$ cat src/rtl/vmu_ls_seq.sv
// -----------------------------------------------------------------------------
// vmu_ls_seq -- issue stage for vector load/store instructions.
//
// Takes one vector memory instruction per valid/ready handshake. It splits the
// instruction into lane-group beats for the LSU address-generation stage. After
// the last beat it waits ISSUE_GAP idle cycles, so that the fixed-latency
// LSU/SPM pipeline empties before the next instruction issues.
//
// Ports:
//   clk, rst_n            clock; asynchronous active-low reset
//   i_ins_vld/o_ins_rdy   instruction handshake (ready only while IDLE)
//   i_ins_op              load/store opcode, latched on accept
//   i_ins_scalar          base address operand, latched on accept
//   i_ins_vl              vector length in elements (clamped to VLMAX)
//   i_stall               downstream hold; suppresses beat issue
//   o_ls_vld              beat valid to the LSU
//   o_seq_vmu_cnt         beat index within the instruction
//   o_seq_vmu_op_ls       latched opcode
//   o_seq_vmu_scalar_ls   latched scalar
//   o_busy                sequencer not idle
//   o_done                one-cycle pulse when an instruction retires
//
// Optional feature macro VMU_LS_SEQ_PERF_EN adds two saturating counters:
//   o_perf_beats          number of issued beats
//   o_perf_stall          number of ISSUE cycles held by i_stall
// -----------------------------------------------------------------------------
module vmu_ls_seq #(
  parameter int LSU_OP_WIDTH = 2,
  parameter int SCALAR_WIDTH = 32,
  parameter int VLMAX        = 256,
  parameter int NUM_LANE     = 32,
  parameter int ISSUE_GAP    = 4,
  parameter int CNT_W        = $clog2(VLMAX / NUM_LANE)
) (
  input  logic                     clk,
  input  logic                     rst_n,
  input  logic                     i_ins_vld,
  output logic                     o_ins_rdy,
  input  logic [LSU_OP_WIDTH-1:0]  i_ins_op,
  input  logic [SCALAR_WIDTH-1:0]  i_ins_scalar,
  input  logic [$clog2(VLMAX):0]   i_ins_vl,
  input  logic                     i_stall,
  output logic                     o_ls_vld,
  output logic [CNT_W-1:0]         o_seq_vmu_cnt,
  output logic [LSU_OP_WIDTH-1:0]  o_seq_vmu_op_ls,
  output logic [SCALAR_WIDTH-1:0]  o_seq_vmu_scalar_ls,
  output logic                     o_busy,
  output logic                     o_done
`ifdef VMU_LS_SEQ_PERF_EN
  ,
  output logic [31:0]              o_perf_beats,
  output logic [31:0]              o_perf_stall
`endif
);

  localparam int VL_W    = $clog2(VLMAX) + 1;
  localparam int LANE_SH = $clog2(NUM_LANE);
  // The first DRAIN cycle holds ISSUE_GAP-1, so DRAIN lasts exactly ISSUE_GAP cycles.
  localparam logic [3:0] GAP_LOAD = (ISSUE_GAP > 0) ? 4'(ISSUE_GAP - 1) : 4'd0;

  typedef enum logic [1:0] {
    S_IDLE,
    S_ISSUE,
    S_DRAIN
  } state_t;

  state_t                    state_q, state_d;
  logic [CNT_W-1:0]          cnt_q;
  logic [CNT_W-1:0]          last_q;     // index of the final beat (beats-1)
  logic [3:0]                gap_q;
  logic [LSU_OP_WIDTH-1:0]   op_q;
  logic [SCALAR_WIDTH-1:0]   scalar_q;
  logic                      done_q;
  logic                      done_set;
  logic                      accept;
  logic                      beat_last;
  logic [VL_W-1:0]           vl_clamp;
  logic [VL_W-1:0]           beats;
  logic [VL_W-1:0]           beats_m1;

  // VLMAX + NUM_LANE - 1 < 2*VLMAX. The round-up sum therefore fits in VL_W bits.
  assign vl_clamp  = (i_ins_vl > VL_W'(VLMAX)) ? VL_W'(VLMAX) : i_ins_vl;
  assign beats     = (vl_clamp + VL_W'(NUM_LANE - 1)) >> LANE_SH;
  assign beats_m1  = beats - 1'b1;
  assign accept    = i_ins_vld & o_ins_rdy;
  assign beat_last = (cnt_q == last_q);

  // Next-state and output decode.
  always_comb begin
    // NOTE: every output of this block gets a default first. If a path left one
    // unassigned, synthesis would infer a latch.
    state_d   = state_q;
    o_ins_rdy = 1'b0;
    o_ls_vld  = 1'b0;
    done_set  = 1'b0;
    unique case (state_q)
      S_IDLE: begin
        o_ins_rdy = 1'b1;
        if (accept) begin
          if (beats != '0) state_d  = S_ISSUE;
          else             done_set = 1'b1;  // zero-length: retire immediately
        end
      end
      S_ISSUE: begin
        o_ls_vld = ~i_stall;
        if (!i_stall && beat_last) begin
          if (ISSUE_GAP == 0) begin
            state_d  = S_IDLE;
            done_set = 1'b1;
          end else begin
            state_d  = S_DRAIN;
          end
        end
      end
      S_DRAIN: begin
        if (gap_q == 4'd0) begin
          state_d  = S_IDLE;
          done_set = 1'b1;
        end
      end
      default: state_d = S_IDLE;
    endcase
  end

  // State register.
  always_ff @(posedge clk or negedge rst_n) begin
    if (!rst_n) state_q <= S_IDLE;
    else        state_q <= state_d;
  end

  // Datapath registers.
  always_ff @(posedge clk or negedge rst_n) begin
    // NOTE: sequential state uses non-blocking assignments. Every register then
    // samples the values from before the clock edge, whatever the statement order.
    if (!rst_n) begin
      cnt_q    <= '0;
      last_q   <= '0;
      gap_q    <= '0;
      op_q     <= '0;
      scalar_q <= '0;
      done_q   <= 1'b0;
    end else begin
      done_q <= done_set;
      if (accept) begin
        cnt_q    <= '0;
        last_q   <= beats_m1[CNT_W-1:0];
        op_q     <= i_ins_op;
        scalar_q <= i_ins_scalar;
      end else if (state_q == S_ISSUE && !i_stall && !beat_last) begin
        cnt_q <= cnt_q + 1'b1;
      end
      if (state_q == S_ISSUE && state_d == S_DRAIN) gap_q <= GAP_LOAD;
      else if (state_q == S_DRAIN && gap_q != 4'd0) gap_q <= gap_q - 1'b1;
    end
  end

  assign o_seq_vmu_cnt       = cnt_q;
  assign o_seq_vmu_op_ls     = op_q;
  assign o_seq_vmu_scalar_ls = scalar_q;
  assign o_busy              = (state_q != S_IDLE);
  assign o_done              = done_q;

`ifdef VMU_LS_SEQ_PERF_EN
  always_ff @(posedge clk or negedge rst_n) begin
    if (!rst_n) begin
      o_perf_beats <= '0;
      o_perf_stall <= '0;
    end else begin
      if (o_ls_vld && o_perf_beats != 32'hFFFF_FFFF)
        o_perf_beats <= o_perf_beats + 32'd1;
      if (state_q == S_ISSUE && i_stall && o_perf_stall != 32'hFFFF_FFFF)
        o_perf_stall <= o_perf_stall + 32'd1;
    end
  end
`endif

endmodule

$ cat config.mk
export PLATFORM = sky130hd
export DESIGN_NAME = vmu_ls_seq
export DESIGN_NICKNAME = d
export VERILOG_FILES = /design/src/rtl/vmu_ls_seq.sv
export SDC_FILE = /design/constraint.sdc
export NUM_CORES = 1
export LEC_CHECK = 0
export ABC_AREA = 0
export ABC_CLOCK_PERIOD_IN_PS = 2000
export CAP_MARGIN = 20
export CORE_AREA = 2 2 57 99
export DETAILED_ROUTE_END_ITERATION = 6
export DIE_AREA = 0 0 59 101
export PLACE_DENSITY = 0.77
export SYNTH_ARGS = -nofsm -noshare
export SYNTH_HDL_FRONTEND = slang
export SYNTH_SLANG_ARGS = --single-unit
$ cat constraint.sdc
create_clock -name clk -period 2 [get_ports clk]
set_clock_uncertainty 0.1 [all_clocks]
set_input_delay 0.5 -clock clk [delete_from_list [all_inputs] [get_ports clk]]
set_output_delay 0.5 -clock clk [all_outputs]
set_load 0.01 [all_outputs]
==> flow_results.xml <==
<?xml version="1.0" encoding="UTF-8"?>
<metrics>
  <group name="logic_synthesis">
    <metric name="synth_top_cell_by_area" unit="">sky130_fd_sc_hd__dfrtp_1</metric>
    <metric name="avgSynthCellArea" unit="um^2">9.26</metric>
    <metric name="post-synth-top-area-fraction" unit="%">55.7</metric>
    <metric name="synth.ff_latch_count" unit="">47</metric>
    <metric name="syn_nets" unit="">279</metric>
    <metric name="synthesis.yosys.warnings" unit="">0</metric>
    <metric name="syn-instance-count" unit="">228</metric>
    <metric name="unique_masters_post_synth" unit="">36</metric>
    <metric name="synth.yosys.seq_area_share" unit="%">55.7</metric>
    <metric name="largest_cells_by_area_after_synthesis" unit="">sky130_fd_sc_hd__dfrtp_1 56%, sky130_fd_sc_hd__nand2_1 20%, sky130_fd_sc_hd__ha_1 2.4%, sky130_fd_sc_hd__xnor2_1 2.1%, sky130_fd_sc_hd__nor2_1 1.6%</metric>
    <metric name="syn-cell-area" unit="um^2">2110</metric>
  </group>
  <group name="detailed_routing">
    <metric name="detailroute.via_count" unit="">1887</metric>
    <metric name="vias_per_cell" unit="">4.90</metric>
    <metric name="totalWireLength" unit="um">5160</metric>
    <metric name="ant_nets" unit="">0</metric>
    <metric name="routed_wire_length_per_instance" unit="um">13.4</metric>
    <metric name="drt_first_pass_iters" unit="">4</metric>
    <metric name="detailedRoute.firstIterationViolations" unit="">45</metric>
    <metric name="drc_violation_count_after_routing" unit="">0</metric>
  </group>
  <group name="pwr">
    <metric name="power_switching" unit="mW">1.56</metric>
    <metric name="cellLeakagePower" unit="nW">1.57</metric>
    <metric name="power.density_cell_area" unit="nW/um^2">1340</metric>
    <metric name="clock_power_share" unit="%">13.2</metric>
    <metric name="internal_power" unit="mW">2.74</metric>
    <metric name="pwr-share-comb" unit="%">48.7</metric>
    <metric name="share_seq_of_total_power" unit="%">38.1</metric>
    <metric name="power_switching_share" unit="%">36.3</metric>
    <metric name="worst_voltage_drop_across_the_vdd_grid" unit="mV">0.654</metric>
    <metric name="total_power" unit="mW">4.30</metric>
  </group>
  <group name="sta">
    <metric name="holdWs" unit="ps">9.66</metric>
    <metric name="final-hold-violation-count" unit="">0</metric>
    <metric name="max_clock_freq" unit="MHz">518</metric>
    <metric name="grt_setup_unrepaired" unit="">false</metric>
    <metric name="shortest_clock_period_the_worst_path_allows_after_layout" unit="ps">1930</metric>
    <metric name="setup_total_negative_slack" unit="ps">0</metric>
    <metric name="period_share" unit="%">96.5</metric>
    <metric name="timing_worst_slew_pin_value" unit="ps">399</metric>
    <metric name="setup_viol_count_final" unit="">0</metric>
    <metric name="number_of_max_slew_violations_in_the_final_report" unit="">0</metric>
    <metric name="slew-limit-headroom" unit="%">73.2</metric>
  </group>
  <group name="layout">
    <metric name="fin_nets" unit="">380</metric>
    <metric name="multi_input_gate_area" unit="um^2">878</metric>
    <metric name="sequential_cell_area" unit="um^2">1180</metric>
    <metric name="antenna_cells" unit="">0</metric>
    <metric name="layout_common_cells" unit="">113 x sky130_fd_sc_hd__nand2_1, 76 x sky130_fd_sc_hd__clkdlybuf4s50_1, 47 x sky130_fd_sc_hd__dfrtp_1</metric>
    <metric name="mostFrequentLayoutCell" unit="">sky130_fd_sc_hd__nand2_1</metric>
    <metric name="syn_to_final_growth" unit="%">51.9</metric>
    <metric name="layout.filler_cells" unit="">460</metric>
    <metric name="finalInstanceArea" unit="um^2">3210</metric>
    <metric name="final_layout_size_suffix_gt1_share" unit="%">12.1</metric>
  </group>
  <group name="clock_network">
    <metric name="cts-buffers-inserted" unit="">5</metric>
    <metric name="tritoncts" unit="">yes</metric>
    <metric name="cts_root_buffer" unit="">sky130_fd_sc_hd__clkbuf_8</metric>
    <metric name="clock_latency" unit="ps">300</metric>
    <metric name="cts-hold-fix-buffers" unit="">0</metric>
    <metric name="cts-root-to-sink-buffers" unit="">2</metric>
    <metric name="cts.sink_count" unit="">47</metric>
    <metric name="h_tree_levels" unit="">2</metric>
    <metric name="cts.clk_slew.worst_paths" unit="ps">90</metric>
    <metric name="post_cts_buffers" unit="">0</metric>
  </group>
  <group name="worst_setup_path">
    <metric name="critical_path.cell_chain" unit="">clkdlybuf4s50_1</metric>
    <metric name="max_stage_delay" unit="ps">580</metric>
    <metric name="crit_slowest_cell" unit="">sky130_fd_sc_hd__clkdlybuf4s50_1</metric>
    <metric name="criticalPathCategory" unit="">flip-flop to output pin</metric>
    <metric name="cp_num_buf_inv" unit="">1</metric>
    <metric name="r2r.worst_path.cells" unit="">6</metric>
    <metric name="critPathLaunchType" unit="">flip-flop</metric>
    <metric name="timing.critical_path.required" unit="ps">1400</metric>
    <metric name="maximum_fanout_along_the_worst_path" unit="">4</metric>
    <metric name="timing.critical_path.arrival" unit="ps">1330</metric>
    <metric name="critical_path.endpoint_type" unit="">output pin</metric>
    <metric name="critical_path.top_delay_family" unit="">buffers and inverters</metric>
    <metric name="cp_num_cells" unit="">1</metric>
  </group>
  <group name="global_route">
    <metric name="grt_pass1_vias" unit="">1888</metric>
    <metric name="globalRoute.totalOverflow" unit="">0</metric>
    <metric name="grt_max_degree" unit="">34</metric>
    <metric name="grt.total_usage" unit="%">18.5</metric>
    <metric name="grt_first_pass_wirelength" unit="um">8370</metric>
    <metric name="antenna_found_initial" unit="">0</metric>
  </group>
  <group name="die">
    <metric name="dieHeight" unit="um">101</metric>
    <metric name="placement_rows" unit="">35</metric>
    <metric name="floorplan.die.width" unit="um">59</metric>
    <metric name="die_area" unit="um^2">5960</metric>
    <metric name="floorplan.io_pins" unit="">88</metric>
    <metric name="fp.coreArea" unit="um^2">5170</metric>
    <metric name="start_util" unit="%">40.8</metric>
  </group>
  <group name="placement">
    <metric name="postPlaceCellArea" unit="um^2">3110</metric>
    <metric name="port_buffers" unit="">87</metric>
    <metric name="finalWeightedCongestion" unit="">0.773</metric>
    <metric name="detailed_place_hpwl" unit="um">4090</metric>
  </group>
  <group name="flow_run">
    <metric name="max_cap_violations" unit="">0</metric>
  </group>
  <group name="status">
    <metric name="status" unit="">finished clean</metric>
  </group>
  <group name="worst_hold_path">
    <metric name="timing.hold.worst.class" unit="">primary input to asynchronous set/reset pin</metric>
  </group>
</metrics>
==> sequential cells by signal, indices dropped and copies added (netlist names) <==
signal	flops
last_q	3
o_seq_vmu_scalar_ls	32
o_done	1
o_seq_vmu_op_ls	2
o_seq_vmu_cnt	3
state_q	2
gap_q	4
==> power by group through the flow <==
stage          sequential (mW)  combinational [mW]  clock [mW]
4_1_cts                   1.64                2.13       0.581
3_5_place_dp              1.65                2.14           0
3_3_place_gp              1.63                2.09           0
5_1_grt                   1.68                2.31       0.618
2_1_floorplan             1.80               0.852           0
6_report                  1.64                2.10       0.566
==> synth_stat cells, drive strengths merged <==
library cell / count
nand2: 113
dfrtp: 47
nor2: 9
inv: 6
buf: 5
xnor2: 5
clkbuf: 4
ha: 4
mux2i: 3
o21ai: 3
a21oi: 2
a31oi: 2
nand3: 2
nand4: 2
nor3: 2
o211ai: 2
or3b: 2
xor2: 2
a211o: 1
a21boi: 1
a31o: 1
a32o: 1
and2: 1
and2b: 1
and3b: 1
and4bb: 1
mux2: 1
nand2b: 1
nand4b: 1
nor4b: 1
or3: 1
==> cell type report <==
class / instances / area share [%]
Sequential cell: 47 / 36.7
Timing Repair Buffer: 103 / 30.4
Multi-Input combinational cell: 166 / 27.4
Clock buffer: 5 / 2.15
Tap cell: 55 / 2.15
Inverter: 6 / 0.702
Clock inverter: 3 / 0.585
==> routing by layer <==
| metal | GRT usage [%] | routed length, um |
|---|---|---|
| met3 | 2.31 | 181 |
| met5 | 0 | 0 |
| met4 | 9.44 | 189 |
| met2 | 35.0 | 2920 |
| met1 | 18.7 | 1870 |
==> logic make-up after synthesis <==
kind of cell	count (synthesis)	share of synthesized area, %
mux	4	2.13
xor+xnor	7	2.90
fa+ha+maj	4	2.37
simple gates	138	28.1
flops	47	55.7
compound gates	13	5.04
buf+inv	15	3.73
==> timing repair <==
action,CTS,global route
gates resized for setup,18,1
pin swaps,5,1
endpoints found under the setup margin,5,1
cloned,0,0
==> path summary, 6_finish.rpt <==
path,startpoint,to,slack [ps]
worst max-delay path,o_seq_vmu_cnt[0]$_DFFE_PN0P_,o_seq_vmu_cnt[0],70
worst min register to register,o_seq_vmu_scalar_ls[19]$_DFFE_PN0P_,o_seq_vmu_scalar_ls[19]$_DFFE_PN0P_,380
min in group clk,o_seq_vmu_scalar_ls[19]$_DFFE_PN0P_,o_seq_vmu_scalar_ls[19]$_DFFE_PN0P_,380
max in group asynchronous,rst_n,gap_q[2]$_DFFE_PN0P_,1210
worst min-delay path,rst_n,o_seq_vmu_scalar_ls[16]$_DFFE_PN0P_,10
worst max register to register,gap_q[0]$_DFFE_PN0P_,gap_q[0]$_DFFE_PN0P_,270
==> metrics by stage <==
step / worst slack, ps / cells / utilization, %
after floorplan: 141 / 228 / -
after global placement: -547 / 377 / 60.2
after detailed placement: -538 / 377 / 60.2
after CTS: -110 / 385 / 62.0
after global routing: 6.76 / 385 / 62.1
final: 69.1 / 385 / 62.1
(Power assumes the default switching activity.)
